### config.mk
export PLATFORM = sky130hd
export DESIGN_NAME = apb_master
export DESIGN_NICKNAME = d
export VERILOG_FILES = /design/src/rtl/apb_master.sv
export SDC_FILE = /design/constraint.sdc
export NUM_CORES = 1
export LEC_CHECK = 0
export CAP_MARGIN = 10
export CORE_MARGIN = 1
export CORE_UTILIZATION = 40
export DETAILED_ROUTE_END_ITERATION = 10
export PLACE_DENSITY = 0.8
export SLEW_MARGIN = 20
export SYNTH_ARGS = -nofsm -noshare
export SYNTH_HDL_FRONTEND = slang
export SYNTH_SLANG_ARGS = --single-unit
### constraint.sdc
create_clock -name pclk -period 4.05 [get_ports pclk]
set_input_delay 1.215 -clock pclk [delete_from_list [all_inputs] [get_ports pclk]]
set_output_delay 1.215 -clock pclk [all_outputs]
set_load 0.005 [all_outputs]
### src/rtl/apb_master.sv
// APB master bridge: accepts one request at a time from a simple valid/ready
// front end and runs it as an APB SETUP/ACCESS transfer. Returns a one-cycle
// response pulse carrying read data and an error flag. A slave that holds
// pready low too long is abandoned with an error response.
module apb_master #(
  parameter int AW      = 32,
  parameter int DW      = 32,
  parameter int TIMEOUT = 16
) (
  input  logic          pclk,
  input  logic          presetn,
  input  logic          req_valid,
  output logic          req_ready,
  input  logic          req_write,
  input  logic [AW-1:0] req_addr,
  input  logic [DW-1:0] req_wdata,
  output logic          resp_valid,
  output logic [DW-1:0] resp_rdata,
  output logic          resp_err,
  output logic [AW-1:0] paddr,
  output logic [DW-1:0] pwdata,
  output logic          pwrite,
  output logic          psel,
  output logic          penable,
  input  logic [DW-1:0] prdata,
  input  logic          pready,
  input  logic          pslverr
);

  // Counter is kept at least one bit wide so TIMEOUT=0 still elaborates.
  localparam int CW = (TIMEOUT > 0) ? $clog2(TIMEOUT + 1) : 1;
  localparam bit TO_EN = (TIMEOUT > 0);
  // Abort fires on the TIMEOUT-th waiting ACCESS cycle (counter value TIMEOUT-1).
  localparam logic [CW-1:0] TO_LAST = CW'((TIMEOUT > 0) ? (TIMEOUT - 1) : 0);

  typedef enum logic [1:0] {
    IDLE   = 2'b00,
    SETUP  = 2'b01,
    ACCESS = 2'b10
  } state_t;

  state_t          state_r;
  state_t          state_nxt_s;
  logic [CW-1:0]   wait_cnt_r;
  logic [CW-1:0]   wait_cnt_nxt_s;
  logic            psel_nxt_s;
  logic            penable_nxt_s;
  logic            resp_valid_nxt_s;
  logic [DW-1:0]   resp_rdata_nxt_s;
  logic            resp_err_nxt_s;
  logic            load_req_s;
  logic            timeout_hit_s;

  assign req_ready     = (state_r == IDLE);
  assign timeout_hit_s = TO_EN && (wait_cnt_r == TO_LAST);

  // Next-state and next-output decode; APB strobes and response are registered.
  always_comb begin
    state_nxt_s      = state_r;
    wait_cnt_nxt_s   = wait_cnt_r;
    psel_nxt_s       = 1'b0;
    penable_nxt_s    = 1'b0;
    resp_valid_nxt_s = 1'b0;
    resp_rdata_nxt_s = '0;
    resp_err_nxt_s   = 1'b0;
    load_req_s       = 1'b0;
    case (state_r)
      IDLE: begin
        if (req_valid) begin
          state_nxt_s = SETUP;
          psel_nxt_s  = 1'b1;
          load_req_s  = 1'b1;
        end else begin
          state_nxt_s = IDLE;
        end
      end
      SETUP: begin
        state_nxt_s    = ACCESS;
        psel_nxt_s     = 1'b1;
        penable_nxt_s  = 1'b1;
        wait_cnt_nxt_s = '0;
      end
      ACCESS: begin
        if (pready) begin
          // Completion wins over a timeout firing in the same cycle.
          state_nxt_s      = IDLE;
          resp_valid_nxt_s = 1'b1;
          resp_rdata_nxt_s = pwrite ? '0 : prdata;
          resp_err_nxt_s   = pslverr;
        end else if (timeout_hit_s) begin
          state_nxt_s      = IDLE;
          resp_valid_nxt_s = 1'b1;
          resp_err_nxt_s   = 1'b1;
          wait_cnt_nxt_s   = wait_cnt_r + CW'(1);
        end else begin
          psel_nxt_s     = 1'b1;
          penable_nxt_s  = 1'b1;
          wait_cnt_nxt_s = wait_cnt_r + CW'(1);
        end
      end
      default: begin
        state_nxt_s = IDLE;
      end
    endcase
  end

  // State, APB outputs and response registers; reset drops the bus at once.
  always_ff @(posedge pclk or negedge presetn) begin
    if (!presetn) begin
      state_r    <= IDLE;
      wait_cnt_r <= '0;
      psel       <= 1'b0;
      penable    <= 1'b0;
      pwrite     <= 1'b0;
      paddr      <= '0;
      pwdata     <= '0;
      resp_valid <= 1'b0;
      resp_rdata <= '0;
      resp_err   <= 1'b0;
    end else begin
      state_r    <= state_nxt_s;
      wait_cnt_r <= wait_cnt_nxt_s;
      psel       <= psel_nxt_s;
      penable    <= penable_nxt_s;
      resp_valid <= resp_valid_nxt_s;
      resp_rdata <= resp_rdata_nxt_s;
      resp_err   <= resp_err_nxt_s;
      if (load_req_s) begin
        paddr  <= req_addr;
        pwdata <= req_wdata;
        pwrite <= req_write;
      end
    end
  end

endmodule

==> results.ini <==
[route]
drt_iter0_markers = 82
drt-total-wl_mm = 9.16
drcViolationCount = 0
routedWlPerCell_microns = 15.3
final_antenna_net_count = 0
drtPass1Iterations = 4
via_per_inst = 4.60
vias = 2762

[synth]
synthArstFlopShare = 1.00
yosysSeqAreaShare = 0.653
synth_area_leader_cell = dfrtp_1
yosysTopAreaCellShare = 0.653
ys_seq_elements = 108
yosysWarningCount = 0
synth_nets = 367
synthTopCellsByArea = dfrtp_1, mux2_2, mux2_4
yosysMostFrequentCell = dfrtp_1
synthTopCellsByCount = dfrtp_1, mux2_2, and2_1
synthFlopType = dfrtp_1
syn_area_sq_um = 4140
synthDistinctLibCells = 27
syn_area_per_cell_sq_um = 16.0
synth-edff-count = 0
synthCells = 259

[placed_design]
place_inst = 584
place_congestion = 0.772
dp_hpwl_mm = 6.77
placed_cell_area_sq_um = 6280
port-buffer-count = 203

[layout]
syn_to_final_growth_pct = 55.9
final_cell_area_sq_um = 6450
nets = 570
n_antenna_cell = 0
drive_gt1_frac = 0.184
layoutNonFillerInstCount = 600

[hold_path]
holdPathEnd = pwdata[14]
hold_depth = 1
worstHoldStart = pwdata[14]
hold_path.class = reg -> reg

[floorplanning]
initial_core_util = 0.418
fp.dieArea_sq_um = 10800
num_rows = 36
core_area_sq_um = 9910
ios = 204
die_h_microns = 104
die_w_microns = 104

[global_route]
grt_first_pass_wirelength_mm = 15.1
grt_max_degree = 68
grt_pass1_vias = 2910
overflow = 0
grt_usage = 0.180
antenna_found_initial = 0

[clock_tree]
tritoncts = yes
clock_latency_ns = 0.35
cts_max_path_buffers = 2
clk_pin_slew_ns = 0.10
cts_max_level = 3
cts_root_buf = clkbuf_8
cts.hold.buffers_added = 0
cts_sinks = 108
post-cts-setup-buffers = 0
numCtsBuffers = 9
ctsResizeCount = 0

[worst_setup_path]
critPathArrivalTime_ns = 1.63
critPathCaptureType = output pin
reg2reg_depth = 4
r2r_end = pwdata[29]
reg2reg_from = state_r[0]
critPathRequiredTime_ns = 2.83
rrSetupSlack_ns = 1.97
critPathLaunchType = register
critPathMaxFanout = 4
crit_type = reg -> out

[timing]
setup_violations = 0
fmax_mhz = 351
worstMarginPinSlew_ns = 1.04
relSlewSlack = 0.304
setup_tns_ns = 0
period_needed_ns = 2.85
fin_skew_ns = 0.00578
rsz0062_at_grt = false
hold_violations = 0
finalCritPeriodShare = 0.703
slew_violations = 0

[pwr]
powerDensity_nw_per_um2 = 621
vdd_ir_drop_max_mv = 0.258
p_leak_nw = 2.87

[run_status]
status = finished, final reports clean

[run]
maxCapViolations = 0

routing by layer:
metal  routed length (microns)  part of all wire  up-vias  track usage
li1                          -                 -     1266            -
met1                      3760              0.41     1349        0.215
met2                      4460              0.49      137        0.299
met3                       833             0.091       10       0.0730
met4                       110             0.012        0       0.0520
met5                         0                 0        -            0
logic make-up after synthesis:
kind of cell               share of synthesized area
adders and majority gates                     0.0181
xor gates and xnor gates                     0.00635
AOI/OAI and AO/OA                             0.0142
and+or+nand+nor                               0.0740
buffers and inverters                         0.0248
muxes                                          0.210
DFF                                            0.653
report_power, final:
group          internal [mW]  leakage, nW  total [mW]  switching, mW
Sequential              1.46         1.35        1.67          0.203
Clock                  0.246       0.0836       0.596          0.350
Combinational           1.21         1.43        1.75          0.534
Total                   2.92         2.87        4.01           1.09
final cells by class:
| type | count | area [sq um] |
|---|---|---|
| multi-input cells | 135 | 1340 |
| fillers | 776 | 3450 |
| repair buffers | 204 | 2050 |
| flip-flops and latches | 108 | 2700 |
| clock inverters | 4 | 32.5 |
| well taps | 133 | 166 |
| clock buffers | 12 | 145 |
| inverters | 4 | 15.0 |
worst max-delay path, cell delays in order (launching register included):
cell and delay (ns):
dfrtp_1 0.42, inv_1 0.10, ha_1 0.23, clkdlybuf4s50_1 0.53
flip-flops by register name, summed over array words and instances, names as in the netlist:
name and cells:
wait_cnt_r 5, psel 1, pwrite 1, penable 1, pwdata 32, resp_rdata 32
resp_valid 1, paddr 32, resp_err 1, state_r 2
through the flow:
| stage | setup slack (ns) | util | hold WS, ns | power [mW] |
|---|---|---|---|---|
| 6_report | 1.20 | 0.651 | 0.511 | 4.01 |
| 5_1_grt | 1.12 | 0.651 | 0.528 | 4.26 |
| 3_3_place_gp | 1.06 | 0.633 | 0.485 | 3.40 |
| 2_1_floorplan | 1.99 | - | 0.466 | 2.45 |
| 3_5_place_dp | 1.02 | 0.633 | 0.491 | 3.46 |
| 4_1_cts | 1.17 | 0.651 | 0.515 | 4.07 |
how the worst max path moves through the flow:
stage | from | to
2_1_floorplan | pready | state_r[1]
3_3_place_gp | req_valid | pwdata[16]
3_5_place_dp | req_valid | pwdata[8]
4_1_cts | state_r[1] | req_ready
5_1_grt | state_r[1] | req_ready
6_report | state_r[1] | req_ready
placed cells by master (no fill, tap or decap), types with 2 or more instances in the layout:
cell / n
clkdlybuf4s50_1: 202
dfrtp_1: 108
mux2_2: 39
and2_1: 32
mux2_4: 28
clkbuf_8: 10
ha_1: 6
nand2_1: 4
inv_1: 4
o21ai_0: 3
xnor2_1: 3
nand2b_1: 3
nor2_1: 2
nor3b_1: 2
a21o_1: 2
inv_6: 2
clkbuf_1: 2
clkinvlp_4: 2
Power figures use the tool's default switching activity.
